<file path="config.mk">
export PLATFORM = sky130hd
export DESIGN_NAME = div_unit
export DESIGN_NICKNAME = d
export VERILOG_FILES = /design/src/rtl/div_unit.sv
export SDC_FILE = /design/constraint.sdc
export NUM_CORES = 1
export LEC_CHECK = 0
export BUFFER_PORTS_ARGS = -buffer_cell sky130_fd_sc_hd__buf_2
export CORE_UTILIZATION = 61
export DETAILED_ROUTE_END_ITERATION = 10
export PLACE_DENSITY = 0.84
export SLEW_MARGIN = 0
export SYNTH_ARGS = -nofsm -noshare
export SYNTH_HDL_FRONTEND = slang
export SYNTH_SLANG_ARGS = --single-unit
</file>
<file path="constraint.sdc">
create_clock -name clk_i -period 6.1 [get_ports clk_i]
set_input_delay 0.305 -clock clk_i [delete_from_list [all_inputs] [get_ports clk_i]]
set_output_delay 0.305 -clock clk_i [all_outputs]
set_load 0.01 [all_outputs]
</file>
<file path="src/rtl/div_unit.sv">
// Iterative radix-2 restoring divider for DIV/DIVU/REM/REMU.
// One quotient bit per cycle; divide-by-zero and signed overflow finish early.
`ifndef ALU_CONTROL_SIZE
`define ALU_CONTROL_SIZE 5
`endif
`ifndef ALU_ADD
`define ALU_ADD  5'd0
`endif
`ifndef ALU_DIV
`define ALU_DIV  5'd12
`endif
`ifndef ALU_DIVU
`define ALU_DIVU 5'd13
`endif
`ifndef ALU_REM
`define ALU_REM  5'd14
`endif
`ifndef ALU_REMU
`define ALU_REMU 5'd15
`endif

module div_unit #(
    parameter int XLEN = 32
) (
    input  logic                         clk_i,
    input  logic                         rst_i,
    input  logic                         start_i,
    input  logic [`ALU_CONTROL_SIZE-1:0] alu_control_i,
    input  logic [XLEN-1:0]              src_a_i,
    input  logic [XLEN-1:0]              src_b_i,
    input  logic                         flush_i,
    output logic                         busy_o,
    output logic                         done_o,
    output logic [XLEN-1:0]              result_o
);

    localparam int CW = $clog2(XLEN);
    localparam logic [CW-1:0]   CNT_LAST = CW'(XLEN - 1);
    localparam logic [XLEN-1:0] MIN_NEG  = {1'b1, {(XLEN-1){1'b0}}};

    typedef enum logic [1:0] {
        S_IDLE,
        S_BUSY,
        S_DONE
    } state_t;

    state_t          state_q;
    logic            busy_q;
    logic            done_q;
    logic [XLEN-1:0] result_q;
    logic [CW-1:0]   cnt_q;
    logic [XLEN-1:0] dvd_q;
    logic [XLEN-1:0] dvs_q;
    logic [XLEN-1:0] rem_q;
    logic [XLEN-1:0] quo_q;
    logic            want_rem_q;
    logic            neg_quo_q;
    logic            neg_rem_q;

    logic            is_div, is_divu, is_rem, is_remu;
    logic            is_signed, accept;
    logic            a_neg, b_neg;
    logic            div_zero, ovf, special;
    logic [XLEN-1:0] abs_a, abs_b, special_res;
    logic [XLEN:0]   rem_sh, diff;
    logic            q_bit;
    logic [XLEN-1:0] rem_d, quo_d, fin_q, fin_r, fin_d;

    always_comb begin
        is_div    = (alu_control_i == `ALU_DIV);
        is_divu   = (alu_control_i == `ALU_DIVU);
        is_rem    = (alu_control_i == `ALU_REM);
        is_remu   = (alu_control_i == `ALU_REMU);
        is_signed = is_div | is_rem;
        accept    = start_i & (is_div | is_divu | is_rem | is_remu)
                  & (state_q != S_BUSY);
        a_neg     = is_signed & src_a_i[XLEN-1];
        b_neg     = is_signed & src_b_i[XLEN-1];
        abs_a     = a_neg ? (~src_a_i + 1'b1) : src_a_i;
        abs_b     = b_neg ? (~src_b_i + 1'b1) : src_b_i;
        div_zero  = (src_b_i == '0);
        ovf       = is_signed & (src_a_i == MIN_NEG) & (src_b_i == '1);
        special   = div_zero | ovf;
        if (div_zero)
            special_res = (is_div | is_divu) ? '1 : src_a_i;
        else
            special_res = is_div ? MIN_NEG : '0;
    end

    // Partial remainder < divisor, so XLEN+1 bits hold the trial difference sign.
    always_comb begin
        rem_sh = {rem_q, dvd_q[XLEN-1]};
        diff   = rem_sh - {1'b0, dvs_q};
        q_bit  = ~diff[XLEN];
        rem_d  = q_bit ? diff[XLEN-1:0] : rem_sh[XLEN-1:0];
        quo_d  = {quo_q[XLEN-2:0], q_bit};
        fin_q  = neg_quo_q ? (~quo_d + 1'b1) : quo_d;
        fin_r  = neg_rem_q ? (~rem_d + 1'b1) : rem_d;
        fin_d  = want_rem_q ? fin_r : fin_q;
    end

    always_ff @(posedge clk_i) begin
        if (rst_i) begin
            state_q    <= S_IDLE;
            busy_q     <= 1'b0;
            done_q     <= 1'b0;
            result_q   <= '0;
            cnt_q      <= '0;
            dvd_q      <= '0;
            dvs_q      <= '0;
            rem_q      <= '0;
            quo_q      <= '0;
            want_rem_q <= 1'b0;
            neg_quo_q  <= 1'b0;
            neg_rem_q  <= 1'b0;
        end else if (flush_i) begin
            state_q <= S_IDLE;
            busy_q  <= 1'b0;
            done_q  <= 1'b0;
        end else begin
            busy_q <= 1'b0;
            done_q <= 1'b0;
            case (state_q)
                S_BUSY: begin
                    rem_q <= rem_d;
                    quo_q <= quo_d;
                    dvd_q <= dvd_q << 1;
                    cnt_q <= cnt_q - 1'b1;
                    if (cnt_q == '0) begin
                        state_q  <= S_DONE;
                        done_q   <= 1'b1;
                        result_q <= fin_d;
                    end else begin
                        busy_q <= 1'b1;
                    end
                end
                default: begin
                    state_q <= S_IDLE;
                    if (accept) begin
                        cnt_q      <= CNT_LAST;
                        dvd_q      <= abs_a;
                        dvs_q      <= abs_b;
                        rem_q      <= '0;
                        quo_q      <= '0;
                        want_rem_q <= is_rem | is_remu;
                        neg_quo_q  <= is_div & (a_neg ^ b_neg);
                        neg_rem_q  <= is_rem & a_neg;
                        if (special) begin
                            state_q  <= S_DONE;
                            done_q   <= 1'b1;
                            result_q <= special_res;
                        end else begin
                            state_q <= S_BUSY;
                            busy_q  <= 1'b1;
                        end
                    end
                end
            endcase
        end
    end

    assign busy_o   = busy_q;
    assign done_o   = done_q;
    assign result_o = result_q;

endmodule

</file>
[After elaboration in Yosys (flattened, before gate mapping)]
Index checks and enable logic that the tools add are counted.
Word-level totals
  flip-flop bits (word level): 171
  logic and storage cells: 89
Operators by class
  add/sub/neg operators: 6
  eq/ne operators: 9
  muxes and demuxes: 32
  bitwise logic cells: 22
  reductions and logical operators: 8
Operators by type and width (number)
  2-to-1 mux 32 bit: 17
  adder 32 x 1 -> 32 bit, second input constant: 4
  NOT 32 bit: 4
  == test 32 bit, second input constant: 2
  subtractor 33 x 32 -> 33 bit: 1
  logical NOT 32 bit: 1
  2-to-1 mux 31 bit: 1
  == test 5 x 4 -> 1 bit, second input constant: 4
  2-to-1 mux 5 bit: 2
  AND 1 bit: 8
  2-to-1 mux 1 bit: 8
  2-to-1 mux 2 bit: 4
  OR 1 bit: 6
  logical NOT 5 bit: 1
  subtractor 5 x 1 -> 5 bit, second input constant: 1
  AND reduction 4 bit: 1
  nonzero test 2 bit: 2
  NOT 1 bit: 3
  AND reduction 3 bit: 1
  == test 2 x 1 -> 1 bit, second input constant: 1
  inequality test 2 x 1 -> 1 bit, second input constant: 1
  inequality test 2 bit, second input constant: 1
  AND reduction 2 bit: 1
  OR reduction 2 bit: 1
  bitwise XOR 1 bit: 1

[Depth between registers and ports, before layout]
  depth after elaboration: 8
  gate-level depth with buffers: 23
  depth with buffers taken out: 20

[Worst setup path after synthesis]
OpenSTA, ideal clock, no wires.
  path type: register -> register
  start: register dvs_q[25]
  end: register result_q[26], in the netlist result_o[26]
  setup time: 117 ps
  arrival time: 4583 ps
  data required time: 5983 ps
  setup slack: 1400 ps
  stages on the path, launching flop included: 23
  path buffers: 4
  period minus slack after synthesis: 4700 ps
  cell sequence: dfxtp_1 inv_1 ha_1 clkbuf_1 nand2_1 or4_1 nor2_1 and2_1 a22o_1 nor2_1 inv_1 buf_2 buf_2 buf_2 ha_1 nand3b_1 or3_1 nand2b_1 o41ai_1 xnor2_1 o211ai_1 o21ai_0 a32o_1
Between the ends
  cells in the longest elaborated chain, start to end: 8
Ends and longest elaborated chain
  from (decl): RTL line 53  | logic [XLEN-1:0] dvs_q;
  from (signal assigned): RTL line 142  | dvs_q <= abs_b;
  subtractor 33 x 32 -> 33 bit *: RTL line 93  | diff = rem_sh - {1'b0, dvs_q};
  2-to-1 mux 32 bit or NOT 1 bit (tied branches): RTL line 95, 94
  NOT 32 bit, on equally long branches: RTL line 98, 97
  adder 32 x 1 -> 32 bit, on equally long branches: RTL line 98, 97
  2-to-1 mux 32 bit, on equally long branches: RTL line 98, 97
  2-to-1 mux 32 bit *: RTL line 99  | fin_d = want_rem_q ? fin_r : fin_q;
  2-to-1 mux 32 bit *: RTL line 129  | if (cnt_q == '0) begin
  2-to-1 mux 32 bit *: RTL line 123  | case (state_q)
  to (signal assigned): RTL line 132  | result_q <= fin_d;
  to (signal assigned): RTL line 151  | result_q <= special_res;
  to (decl): RTL line 50  | logic [XLEN-1:0] result_q;
Every way passes the cells marked *; elsewhere a longest branch is shown, timed or not. The select of a mux whose other input is x is not followed.
A chain may end at the register's enable or synchronous reset.

[Worst setup path in the final report]
  start: register rem_q[1]
  end: register result_q[28], in the netlist result_o[28]
Between the ends
  cells in the longest elaborated chain, start to end: 8
Ends and longest elaborated chain
  from (decl): RTL line 54  | logic [XLEN-1:0] rem_q;
  from (signal assigned): RTL line 125  | rem_q <= rem_d;
  subtractor 33 x 32 -> 33 bit: RTL line 93
  2-to-1 mux 32 bit or NOT 1 bit (tied branches): RTL line 95, 94
  NOT 32 bit, on equally long branches: RTL line 98, 97
  adder 32 x 1 -> 32 bit, on equally long branches: RTL line 98, 97
  2-to-1 mux 32 bit, on equally long branches: RTL line 98, 97
  2-to-1 mux 32 bit *: RTL line 99
  2-to-1 mux 32 bit *: RTL line 129
  2-to-1 mux 32 bit *: RTL line 123
Marks and branches as above.

==> flow_metrics.py <==
metrics = {
    "status": {
        "status": "finished clean",
    },
    "finish": {
        "drive_gt1_share_pct": 10.8,
        "multi_input_area_um2": 8400,
        "final_area_um2": 13600,
        "fillCellCount": 1690,
        "ff_latch_area_um2": 3420,
        "syn_to_final_growth_pct": 9.25,
        "finalNetCount": 1839,
    },
    "cts": {
        "clock_sinks": 171,
        "cts_root_buffer": "clkbuf_16",
        "cts_tree": "built",
        "cts.repair.resized": 0,
        "clk_pin_slew_ns": 0.08,
        "clock_latency_ns": 0.45,
        "clockBufferDepth": 2,
        "post_cts_buffers": 0,
        "hold_buffers": 0,
        "cts_inserted_buffers": 17,
        "htree_levels": 4,
    },
    "timing": {
        "setup_tns_ns": 0,
        "slew_headroom_pct": 26.8,
        "slew_violations": 0,
        "grt_setup_unrepaired": "false",
        "tightest_slew_ns": 1.07,
        "fin_crit_sh_pct": 87.5,
        "finalClockSkew_ns": 0.0113,
        "finalHoldViolations": 0,
        "fmax_mhz": 187,
        "setup_viol": 0,
        "period_minus_slack_ns": 5.34,
    },
    "global_route": {
        "grt_max_degree": 106,
        "grt_pass1_vias": 11600,
        "antenna_found_initial": 1,
        "grt_usage_pct": 38.2,
        "overflow": 0,
        "grt_pass1_wl_um": 61600,
    },
    "worst_setup_path": {
        "crit_path_start_kind": "flip-flop",
        "cp_slowest_cell": "nor2_4",
        "cp-endpoint": "result_o[28]$_SDFFE_PP0P_",
        "crit_buf_inv": 3,
        "path_depth": 18,
        "worstPathCellList": "ha_1, nor2b_4, o31ai_4, nand3_1, a21o_1, a22o_1, nor2_4, inv_1, buf_4, nand2_1, o21ai_0, inv_1, ha_1, nand4_4, or3_4, nor4b_4, mux2i_1, a21oi_1",
        "worstSetupPathType": "flip-flop to flip-flop",
        "end_kind": "flip-flop",
        "rr_endpoint": "result_o[28]$_SDFFE_PP0P_",
        "reg2reg_slack_ns": 0.76,
        "crit_path_start": "rem_q[1]$_SDFFE_PP0P_",
        "critPathRequiredTime_ns": 6.44,
        "r2r_cells": 18,
        "cp.arrival_ns": 5.67,
        "max_stage_delay_ns": 0.87,
        "crit_family": "simple AND/OR/NAND/NOR gates",
        "cp_max_fo": 51,
        "r2r_start": "rem_q[1]$_SDFFE_PP0P_",
    },
    "floorplanning": {
        "core_area_um2": 19700,
        "ios": 107,
        "row_count": 51,
        "start_util_pct": 63.0,
        "die_width_um": 145,
        "die_h_um": 145,
        "die_area_um2": 20900,
    },
    "place": {
        "io_buffers": 106,
        "routabilityCongestion": 1.00,
        "post-dp-hpwl_um": 28900,
        "dpl_cell_area_um2": 13000,
    },
    "pwr": {
        "ir_worst_vdd_uv": 202,
        "p_leak_nw": 5.28,
        "powerDensity_nw_per_um2": 220,
    },
    "min_path": {
        "hold_class": "input pin to flip-flop",
    },
    "synthesis": {
        "synth_edf_count": 0,
        "ys_seq_elements": 171,
        "synth_area_um2": 12400,
        "ys_warn_count": 0,
        "yosysUniqueCellTypes": 84,
        "syn_inst": 1699,
        "synthArstFlopShare_pct": 0,
        "synth_nets": 1812,
        "ys_seq_area_share_pct": 27.6,
        "yosys_most_used_dff": "dfxtp_1",
        "syn_avg_cell_area_um2": 7.31,
    },
    "drt": {
        "drc_errors": 0,
        "ant_nets": 0,
        "dr.pass1.iters": 7,
        "post_drt_wl_per_cell_um": 19.7,
        "routed_via_density": 6.60,
        "vias": 13200,
        "drt_first_iter_violations": 1867,
        "wl_um": 39400,
    },
    "run": {
        "drv_cap": 0,
    },
}
==> synth_stat cells, types with 8 or more instances <==
cell type	n	area share [%]
or4_1	8	0.48
buf_2	9	0.36
nand2_1	153	4.6
xor2_1	64	4.5
inv_1	53	1.6
o21a_1	10	0.60
a311oi_1	12	0.85
o41ai_1	14	0.99
o211ai_1	28	1.7
a21oi_1	133	5.4
nand4_1	15	0.76
nor2_1	276	8.3
o21bai_1	8	0.48
mux2i_1	14	1.1
a21o_1	9	0.54
nand2b_1	17	0.86
a22oi_1	60	3.6
and2_1	13	0.65
nand3_1	25	1.0
nor3_1	46	1.9
o31ai_1	21	1.3
xnor2_1	66	4.7
o21ai_0	104	4.2
clkbuf_1	94	2.8
nor4_1	19	0.96
a31oi_1	10	0.50
or3_1	21	1.1
dfxtp_1	171	28
a211oi_1	73	4.4
ha_1	39	3.9
==> sequential cells by signal, indices dropped and copies added (netlist names) <==
signal	count
busy_o	1
neg_rem_q	1
rem_q	32
result_o	32
quo_q	31
cnt_q	5
done_o	1
neg_quo_q	1
state_q	2
dvs_q	32
dvd_q	32
want_rem_q	1
==> layer usage <==
layer / vias up / wire (um) / GRT usage, %
li1: 6201 / - / -
met5: - / 0 / 0
met1: 6142 / 17000 / 53.0
met4: 0 / 1420 / 15.6
met2: 760 / 17000 / 57.2
met3: 122 / 3970 / 8.29
==> area by class of cell <==
type,instances,area share [%]
clock buffer,18,3.16
multi-input combinational,1364,61.9
tap,265,2.44
clock inverter,14,1.05
antenna,1,0.0184
inverter,53,1.47
sequential,171,25.2
timing repair buffer,119,4.74
==> worst min-delay path, cell delays in order <==
cell and delay [ns]:
buf_2 0.13, nand3_1 0.06, a21oi_1 0.05
==> report_power, final <==
group | leakage (nW) | total (W) | switching [W] | internal (W)
logic | 3.63 | 0.000756 | 0.000501 | 0.000255
registers | 1.38 | 0.00113 | 0.00000748 | 0.00113
clock network | 0.276 | 0.00109 | 0.000545 | 0.000546
==> cell families (layout without fill, tap and decap cells) <==
family                     Yosys count  in the layout  synth area share, %
and+or+nand+nor                    630            630                 23.1
AOI/OAI and AO/OA                  549            549                 29.7
DFF                                171            171                 27.6
buffers and inverters              164            204                 5.17
xor gates and xnor gates           130            130                 9.16
adders and majority gates           40             40                 4.09
muxes                               15             15                 1.22
other                                0              1                    0
==> layout by cell type (no fill, tap or decap), types with 39 or more instances in the layout <==
cell,count
nor3_1,45
nand2_1,153
xnor2_1,66
ha_1,39
buf_2,105
a211oi_1,73
dfxtp_1,171
inv_1,53
xor2_1,64
o21ai_0,104
a21oi_1,133
nor2_1,273
a22oi_1,60
==> worst min path at each step <==
stage	from	to	slack [ns]	cells after the start
2_1_floorplan	dvs_q[30]$_SDFFE_PP0P_	dvs_q[30]$_SDFFE_PP0P_	0.43	2
3_3_place_gp	dvs_q[31]$_SDFFE_PP0P_	dvs_q[31]$_SDFFE_PP0P_	0.44	2
3_5_place_dp	result_o[9]$_SDFFE_PP0P_	result_o[9]$_SDFFE_PP0P_	0.44	2
4_1_cts	alu_control_i[1]	want_rem_q$_SDFFE_PP0P_	0.14	3
5_1_grt	alu_control_i[1]	want_rem_q$_SDFFE_PP0P_	0.15	3
6_report	alu_control_i[1]	want_rem_q$_SDFFE_PP0P_	0.14	3
==> through the flow <==
stage,hold slack (ns),utilization [%],worst slack [ns],cells,power [W]
5_1_grt,0.155,68.8,0.353,2004,0.00309
3_5_place_dp,0.443,65.9,0.888,1972,0.00189
3_3_place_gp,0.444,65.9,1.04,1972,0.00188
2_1_floorplan,0.432,-,1.40,1699,0.00168
6_report,0.143,68.8,0.762,2005,0.00298
4_1_cts,0.136,68.8,0.875,2004,0.00296
Power figures use the tool's default switching activity.
